## src/rtl/ocram_rr_arbiter.sv

```systemverilog
// Two-port round-robin arbiter sharing one Avalon-MM master into the on-chip RAM.
// One transaction in flight; handles waitrequest, readdatavalid return and read timeout.
module ocram_rr_arbiter #(
  parameter int ADDR_W     = 16,
  parameter int DATA_W     = 8,
  parameter int RD_TIMEOUT = 64
) (
  input  logic              clk_clk,
  input  logic              reset_reset,
  input  logic              rq0_valid,
  input  logic              rq0_write,
  input  logic [ADDR_W-1:0] rq0_addr,
  input  logic [DATA_W-1:0] rq0_wdata,
  output logic              rq0_ready,
  output logic              rq0_rvalid,
  output logic [DATA_W-1:0] rq0_rdata,
  output logic              rq0_rerr,
  input  logic              rq1_valid,
  input  logic              rq1_write,
  input  logic [ADDR_W-1:0] rq1_addr,
  input  logic [DATA_W-1:0] rq1_wdata,
  output logic              rq1_ready,
  output logic              rq1_rvalid,
  output logic [DATA_W-1:0] rq1_rdata,
  output logic              rq1_rerr,
  output logic [ADDR_W-1:0] avm_address,
  output logic              avm_read,
  output logic              avm_write,
  output logic [DATA_W-1:0] avm_writedata,
  input  logic              avm_waitrequest,
  input  logic [DATA_W-1:0] avm_readdata,
  input  logic              avm_readdatavalid,
  output logic              busy,
  output logic              grant_id
);

  localparam int CNT_W = $clog2(RD_TIMEOUT);

  typedef enum logic [1:0] {ST_IDLE, ST_CMD, ST_RDWAIT} state_t;

  // Handshake: a requester holds valid with stable fields until its ready pulse;
  // ready is high only in the cycle the slave takes the strobe (CMD && !waitrequest).
  state_t                 r_state;
  logic                   r_wr;
  logic [ADDR_W-1:0]      r_addr;
  logic [DATA_W-1:0]      r_wdata;
  logic                   r_avm_read;
  logic                   r_avm_write;
  logic                   r_grant;
  logic                   r_last;
  logic [CNT_W-1:0]       r_cnt;
  logic [1:0]             r_rvalid;
  logic [1:0]             r_rerr;
  logic [1:0][DATA_W-1:0] r_rdata;

  logic w_any;
  logic w_win;
  logic w_accept;

  assign w_any    = rq0_valid | rq1_valid;
  // On a tie the pointer holds the last winner, so the other port goes next.
  assign w_win    = (rq0_valid && rq1_valid) ? ~r_last : rq1_valid;
  assign w_accept = (r_state == ST_CMD) && !avm_waitrequest;

  always_ff @(posedge clk_clk) begin
    if (reset_reset) begin
      r_state     <= ST_IDLE;
      r_wr        <= 1'b0;
      r_addr      <= '0;
      r_wdata     <= '0;
      r_avm_read  <= 1'b0;
      r_avm_write <= 1'b0;
      r_grant     <= 1'b0;
      r_last      <= 1'b1;
      r_cnt       <= '0;
      r_rvalid    <= '0;
      r_rerr      <= '0;
      r_rdata     <= '0;
    end else begin
      r_rvalid <= '0;
      r_rerr   <= '0;
      case (r_state)
        ST_IDLE: begin
          if (w_any) begin
            r_wr        <= w_win ? rq1_write : rq0_write;
            r_addr      <= w_win ? rq1_addr  : rq0_addr;
            r_wdata     <= w_win ? rq1_wdata : rq0_wdata;
            r_avm_read  <= w_win ? ~rq1_write : ~rq0_write;
            r_avm_write <= w_win ? rq1_write  : rq0_write;
            r_grant     <= w_win;
            r_last      <= w_win;
            r_state     <= ST_CMD;
          end
        end
        ST_CMD: begin
          if (!avm_waitrequest) begin
            r_avm_read  <= 1'b0;
            r_avm_write <= 1'b0;
            r_cnt       <= '0;
            r_state     <= r_wr ? ST_IDLE : ST_RDWAIT;
          end
        end
        ST_RDWAIT: begin
          // Returned data beats a timeout that expires in the same cycle.
          if (avm_readdatavalid) begin
            r_rvalid[r_grant] <= 1'b1;
            r_rdata[r_grant]  <= avm_readdata;
            r_state           <= ST_IDLE;
          end else if (r_cnt == CNT_W'(RD_TIMEOUT - 1)) begin
            r_rvalid[r_grant] <= 1'b1;
            r_rerr[r_grant]   <= 1'b1;
            r_rdata[r_grant]  <= '0;
            r_state           <= ST_IDLE;
          end else begin
            r_cnt <= r_cnt + 1'b1;
          end
        end
        default: r_state <= ST_IDLE;
      endcase
    end
  end

  assign rq0_ready     = w_accept & ~r_grant;
  assign rq1_ready     = w_accept & r_grant;
  assign rq0_rvalid    = r_rvalid[0];
  assign rq1_rvalid    = r_rvalid[1];
  assign rq0_rerr      = r_rerr[0];
  assign rq1_rerr      = r_rerr[1];
  assign rq0_rdata     = r_rdata[0];
  assign rq1_rdata     = r_rdata[1];
  assign avm_address   = r_addr;
  assign avm_writedata = r_wdata;
  assign avm_read      = r_avm_read;
  assign avm_write     = r_avm_write;
  assign busy          = (r_state != ST_IDLE);
  assign grant_id      = r_grant;

endmodule

```

## config.mk

```make
export PLATFORM = sky130hd
export DESIGN_NAME = ocram_rr_arbiter
export DESIGN_NICKNAME = d
export VERILOG_FILES = /design/src/rtl/ocram_rr_arbiter.sv
export SDC_FILE = /design/constraint.sdc
export NUM_CORES = 1
export LEC_CHECK = 0
export CORE_UTILIZATION = 40
export DETAILED_ROUTE_END_ITERATION = 6
export GPL_ROUTABILITY_DRIVEN = 0
export PLACE_DENSITY = 0.86
export SLEW_MARGIN = 20
export SYNTH_ARGS = -nofsm -noshare
export SYNTH_HDL_FRONTEND = slang
export SYNTH_SLANG_ARGS = --single-unit
export TNS_END_PERCENT = 100
```

## constraint.sdc

```tcl
create_clock -name clk_clk -period 1.9 [get_ports clk_clk]
set_clock_uncertainty 0.15 [all_clocks]
set_input_delay 0.38 -clock clk_clk [delete_from_list [all_inputs] [get_ports clk_clk]]
set_output_delay 0.38 -clock clk_clk [all_outputs]
set_load 0.01 [all_outputs]
```

==> PnR_summary.wiki, run 1 <==
{| class="wikitable"
! Metric !! Value
|-
| Outcome || finished, final reports clean
|-
| I/O pins || between 100 and 150
|-
| Total Power Consumption || 3237 µW
|-
| Instance count of the mapped netlist || 238
|-
| Post-CTS setup-driven buffer insertion count || 0
|-
| Number of DRC violations after detailed routing || 0
|-
| Core region area || 5540 µm²
|-
| CTS Hold Buffers Added || 0
|-
| Sequential cell area fraction in the yosys report || 0.4924
|-
| Actual slew at the worst max-slew pin || 597.3 ps
|-
| Post-Place Cells || roughly 420
|-
| Number of maximum-capacitance violations || 0
|-
| Total congestion overflow || 0
|-
| Half-perimeter wire length after detailed placement || 4349 µm
|-
| Cell Rows || 27
|-
| Gr usage total || 0.2056
|-
| Synth top area share || 0.4924
|-
| R2R Path Start || r_cnt[0]
|-
| Routed WL || 5997 µm
|-
| Most common cell in the synthesized netlist || dfxtp_1
|-
| Antenna violations before repair || 0
|-
| Clk slew on worst S/H paths || around 70 ps
|-
| Latest clock arrival within the worst-skew pair || 330 ps
|-
| Met2 wire length || about 3000 µm
|-
| Total via count after detailed routing || ~2300
|-
| Category of the worst setup path launch point || register
|-
| Flop-to-flop setup slack || between 100 and 150 ps
|-
| Die Wd || 78.11 µm
|-
| Most frequently used flop master after synthesis || dfxtp_1
|-
| Vias in the first global route || 2245
|-
| Diodes inserted || 0
|-
| Final-report hold violation count || 0
|-
| Clock tree sinks || 57
|-
| Port buffer count || 113
|-
| H-tree level count || 3
|-
| Most frequent cells after synthesis || dfxtp_1 (57), nor2_1 (37), a211oi_1 (25), mux2i_1 (25), a32o_1 (16)
|-
| PwrDens || 836.1 nW/µm²
|-
| Syn_area_per_cell || between 9 and 10 µm²
|-
| Number of flops mapped to enable cells by yosys || 0
|-
| Largest area contributor in the synthesized netlist || dfxtp_1
|-
| Worst Setup End Kind || register
|-
| Inserted Clock Buffers || 9
|-
| Peak Freq || around 560 MHz
|-
| Final Cycle Share || 0.9427
|-
| Synth top area cells || dfxtp_1 (49%), mux2i_1 (11%), a211oi_1 (8.1%)
|-
| Area added between synthesis and finish || 67.06%
|-
| Worst supply voltage drop on vdd || 0.5466 mV
|-
| Largest net degree at the start of global routing || 53
|-
| Worst Reg2Reg Path Length in Cells || 6
|-
| Launch point of the worst path || r_cnt[0]
|-
| Post-Syn Area || 2317 µm²
|-
| Worst endpoint required time || 2020 ps
|-
| Register bit total from synthesis || 57
|-
| CTS resizes || 9
|-
| Count of antenna-violating nets left after detailed routing || 0
|-
| Data arrival time of the worst path || approximately 1900 ps
|-
| Violation count after the first detailed-routing iteration || 90
|-
| Sum of negative setup slack || 0 ps
|-
| CP endpoint || rq0_rdata[3]
|-
| Number of vias per cell after detailed routing || 5.265
|-
| Cell chosen for the clock root || clkbuf_8
|-
| Worst slew margin || 0.6000
|-
| Standby leakage power || ~0.0015 µW
|-
| Hold WC Path Type || register to register
|-
| Distinct cell type count of the synthesized netlist || 34
|-
| Met3 Routed Length || around 500 µm
|-
| Net count of the mapped netlist || just over 300
|-
| Minimum clock period || 1791 ps
|-
| Finish-stage setup viols || 0
|-
| First-pass iteration count of the detailed router || 4
|-
| Number of cells in the finished layout apart from fillers || ~440
|-
| Share of async-settable or async-resettable flops after synthesis || 0
|-
| Vert. Die Dim || between 70 and 80 µm
|-
| Share of cells above drive strength 1 || 0.1284
|-
| Die area || 6101 µm²
|-
| Number of warnings printed during yosys synthesis || 0
|-
| Clock tree from TritonCTS || yes
|-
| Max-slew violation count || 0
|-
| Largest buffer count on any clock path || 2
|-
| Highest layer used for signal routing || met4
|-
| Kind of critical path || register to register
|-
| RSZ-0062 raised after global routing || no
|-
| Average wire length per cell after detail routing || around 14 µm
|-
| Layout Nets || between 400 and 500
|-
| Capture instance of the worst register-to-register path || rq0_rdata[3]
|-
| Routed length on met1 || 2460 µm
|-
| Largest driver fanout on the critical path || 8
|-
| Initial Utilization || 0.4182
|-
| First-pass GRT wire length || between 9000 and 10000 µm
|}
-- flip-flops by register name, indices dropped and copies added, names as in the netlist --
signal and flops:
r_rerr 2, r_wr 1, avm_write 1, r_rvalid 2
r_state 2, avm_address 16, avm_read 1, rq0_rdata 8
r_cnt 6, rq1_rdata 8, grant_id 1, avm_writedata 8
r_last 1
-- worst max-delay path, stage by stage, from the launching register on --
cell and delay [ps]:
dfxtp_1 340, ha_1 250, and3_1 230, a31o_2 280
a21oi_1 160, buf_4 190, a32o_1 130
-- per-layer routing --
| layer | global-route usage | vias to the layer above |
|---|---|---|
| met2 | 0.3649 | 93 |
| met4 | 0.07778 | 0 |
| met5 | 0 | - |
| li1 | - | 1141 |
| met3 | 0.07791 | 11 |
| met1 | 0.2198 | 1061 |
-- worst min-delay path by stage --
stage | startpoint | endpoint | depth (start not counted)
floorplan | r_cnt[1] | r_cnt[1] | 2
global placement | rq0_rdata[5] | rq0_rdata[5] | 1
detailed placement | rq0_rdata[5] | rq0_rdata[5] | 1
CTS | rq0_rdata[5] | rq0_rdata[5] | 1
global route | rq0_rdata[1] | rq0_rdata[1] | 1
finish | rq0_rdata[5] | rq0_rdata[5] | 1
-- cell families (layout without fill, tap and decap cells) --
family / after synthesis / after routing / share of synthesized area
AOI/OAI and AO/OA: 61 / 61 / 0.2079
adders and majority gates: 1 / 1 / 0.005399
buffers and inverters: 21 / 149 / 0.03995
DFF: 57 / 57 / 0.4924
muxes: 25 / 25 / 0.1080
and+or+nand+nor: 73 / 73 / 0.1463
-- cell usage in the layout (no fill, tap or decap), drive strengths merged, types with 5 or more instances in the layout --
| master | instances |
|---|---|
| clkbuf | 12 |
| nor3 | 7 |
| buf | 19 |
| nor2 | 37 |
| clkdlybuf4s50 | 109 |
| a211oi | 25 |
| dfxtp | 57 |
| a32o | 16 |
| nand3 | 10 |
| a21oi | 7 |
| nand2 | 5 |
| mux2i | 25 |
-- report_power, final --
group	switching, µW	leakage (µW)	internal, µW
clock	474	0.000115	805
combinational	267	0.000893	370
sequential	46.1	0.000468	1270
total	787	0.00148	2450
-- per-stage QoR --
stage	util	worst slack, ps	hold slack [ps]	instance area (µm²)
2_1_floorplan	-	144.1	314.7	2317
3_3_place_gp	0.6551	-300.0	301.0	3630
3_5_place_dp	0.6551	-403.4	305.7	3630
4_1_cts	0.6981	-16.71	321.1	3867
5_1_grt	0.6987	33.47	345.6	3871
6_report	0.6987	108.8	317.7	3871
-- cell type report --
cell class	count	area [µm²]
clock buffer	11	151.4
clock inverter	5	77.57
fill	449	1669
inverter	2	7.507
multi-input combinational	160	1110
sequential	57	1149
tap	72	90.09
timing repair buffer	131	1286
Power figures use the tool's default switching activity.
==> run 2, diff against run 1 <==
Settings changed: RECOVER_POWER set to 100.
==> PnR_summary.wiki, run 2 (synthesis gave the netlist of run 1 again) <==
{| class="wikitable"
! Metric !! Value
|-
| Worst setup margin || 80.73 ps (-28.08 ps)
|-
| Core occupancy in the finished layout || 0.6967 (-0.002032)
|-
| Crit path max-delay cell type || dlygate4sd3_1
|-
| Count of cells along the worst hold path || 1 (unchanged)
|-
| Total via count after detailed routing || 2311 (+0.22%)
|-
| Finish-stage setup viols || 0 (unchanged)
|-
| Largest driver fanout on the critical path || 2 (-6)
|-
| First-pass iteration count of the detailed router || 4 (unchanged)
|-
| Worst slew margin || 0.5979 (-0.002174)
|-
| Average wire length per cell after detail routing || 13.65 µm (-0.28%)
|-
| Violation count after the first detailed-routing iteration || 94 (+4.4%)
|-
| Half-perimeter wire length after detailed placement || 4349 µm (unchanged)
|-
| Number of vias per cell after detailed routing || 5.276 (+0.22%)
|-
| Kind of critical path || register to output port
|-
| Buffering stage count on the worst path with inverters included || 1 (unchanged)
|-
| Terminating pin of the worst hold path || rq0_rdata[5]
|-
| Minimum clock period || 1819 ps (+28.08 ps)
|-
| Cell chosen for the clock root || clkbuf_8
|-
| Gr usage total || 0.2056 (unchanged)
|-
| Worst Reg2Reg Path Length in Cells || 6 (unchanged)
|-
| Antenna violations before repair || 0 (unchanged)
|-
| Number of DRC violations after detailed routing || 0 (unchanged)
|-
| Worst supply voltage drop on vdd || 0.5412 mV (-0.99%)
|-
| Worst Setup End Kind || output port
|-
| Vias in the first global route || 2245 (unchanged)
|-
| I/O pins || 114 (unchanged)
|-
| Layout filler cell count || 453 (+0.89%)
|-
| Die Wd || 78.11 µm (unchanged)
|-
| Core region area || 5540 µm² (unchanged)
|-
| Actual slew at the worst max-slew pin || 600.5 ps (+3.246 ps)
|-
| Max-slew violation count || 0 (unchanged)
|-
| Vert. Die Dim || 78.11 µm (unchanged)
|-
| Most frequent cells in the layout || clkdlybuf4s50_1 (62), dfxtp_1 (56), dlygate4sd3_1 (47)
|-
| H-tree level count || 3 (unchanged)
|-
| Port buffer count || 113 (unchanged)
|-
| Latest clock arrival within the worst-skew pair || 330 ps (about the same)
|-
| Flop-to-flop setup slack || 110 ps (about the same)
|-
| Largest net degree at the start of global routing || 53 (unchanged)
|-
| DP Worst Slack || -403.4 ps (unchanged)
|-
| PwrDens || 830.3 nW/µm² (-0.69%)
|-
| Worst endpoint required time || 1370 ps (-650 ps)
|-
| Inserted Clock Buffers || 9 (unchanged)
|-
| Most common cell after layout, fill and taps aside || clkdlybuf4s50_1
|-
| Largest incremental delay on the critical path || 640 ps (+300 ps)
|-
| Die area || 6101 µm² (unchanged)
|-
| Flip-flop count of the largest register, all copies and words added || 16 (unchanged)
|-
| Total Power Consumption || 3205 µW (-0.98%)
|-
| Count of antenna-violating nets left after detailed routing || 0 (unchanged)
|-
| Hold WC Path Type || register to register
|-
| Clock tree sinks || 57 (unchanged)
|-
| Post-CTS setup-driven buffer insertion count || 0 (unchanged)
|-
| Critical path depth || 1 (-5)
|-
| Diodes inserted || 0 (unchanged)
|-
| Kind of cell with the highest combined delay on the critical path || buffers and inverters
|-
| Initial Utilization || 0.4182 (unchanged)
|-
| Final Cycle Share || 0.9575 (+0.01478)
|-
| Area added between synthesis and finish || 66.58%
|-
| Data arrival time of the worst path || 1290 ps (-620 ps)
|-
| Clk slew on worst S/H paths || 70 ps (about the same)
|-
| Category of the worst setup path launch point || register
|-
| Clock tree from TritonCTS || yes
|-
| Largest buffer count on any clock path || 2 (unchanged)
|-
| Layout Nets || 426 (unchanged)
|-
| Peak Freq || 549.7 MHz (-1.5%)
|-
| Standby leakage power || 0.001584 µW (+7.3%)
|-
| RSZ-0062 raised after global routing || no
|-
| Routed WL || 5980 µm (-0.28%)
|-
| Total congestion overflow || 0 (unchanged)
|-
| CTS Hold Buffers Added || 0 (unchanged)
|-
| Outcome || finished, final reports clean
|-
| Number of maximum-capacitance violations || 0 (unchanged)
|-
| Series of cell instances along the critical path || dlygate4sd3_1
|-
| First-pass GRT wire length || 9804 µm (unchanged)
|-
| Share of cells above drive strength 1 || 0.1230 (-0.005464)
|-
| Cell Rows || 27 (unchanged)
|-
| R2R Path Start || r_cnt[0]
|-
| Final-report hold violation count || 0 (unchanged)
|-
| Capture instance of the worst register-to-register path || rq0_rdata[3]
|-
| Worst hold path startpoint || rq0_rdata[5]
|}
run 2: cell types whose count changed in the layout (fill, tap and decap cells not counted), sizes merged:
| cell | change |
|---|---|
| dlygate4sd3 | +47 |
| dlymetal6s2s | -1 |
| clkdlybuf4s50 | -47 |
| clkdlybuf4s25 | +1 |
| buf | -1 |
| clkbuf | +1 |
run 2: what timing repair did:
item / 4_1_cts / 5_1_grt
resized for setup: 9 / 8
endpoints found under the setup margin: 19 / 4
pin swaps: 0 / 0
run 2: final cells by class:
| class | count | area [µm²] | share of cell area |
|---|---|---|---|
| Tap cell | 72 | 90.09 | 0.02334 |
| Inverter | 2 | 7.507 | 0.001945 |
| Multi-Input combinational cell | 160 | 1107 | 0.2869 |
| Sequential cell | 57 | 1145 | 0.2966 |
| Clock inverter | 5 | 77.57 | 0.02010 |
| Timing Repair Buffer | 131 | 1281 | 0.3319 |
| Clock buffer | 11 | 151.4 | 0.03922 |
run 2: per-layer routing:
metal,part of all wire,global-route usage,vias to the layer above
li1,-,-,1144
met5,0,0,-
met4,0.015,0.07778,0
met2,0.49,0.3649,88
met1,0.41,0.2198,1068
met3,0.080,0.07791,11
run 2: how the worst max path moves through the flow:
stage	to	start	slack [ps]
2_1_floorplan	r_cnt[5]	r_state[0]	140
3_3_place_gp	rq1_rdata[0]	avm_readdatavalid	-300
3_5_place_dp	rq1_rdata[6]	avm_readdatavalid	-400
4_1_cts	rq1_ready	avm_waitrequest	-20
5_1_grt	avm_writedata[3]	rq1_valid	20
6_report	avm_read	avm_read	80
run 2: per-stage QoR:
stage | cell area (µm²) | TNS [ps] | hold slack (ps) | instances
after floorplan | 2317 | 0 | 314.7 | 238
after global placement | 3630 | -8278 | 301.0 | 422
after detailed placement | 3630 | -10920 | 305.7 | 422
after CTS | 3867 | -32.91 | 321.1 | 438
after global routing | 3860 | 0 | 340.5 | 438
final | 3860 | 0 | 311.7 | 438
run 2: report_power, final:
part	internal, µW	leakage [µW]	switching [µW]	total, µW
logic	344	0.00100	267	610
clock network	805	0.000115	473	1280
registers	1270	0.000468	42.3	1320
total	2420	0.00158	782	3200
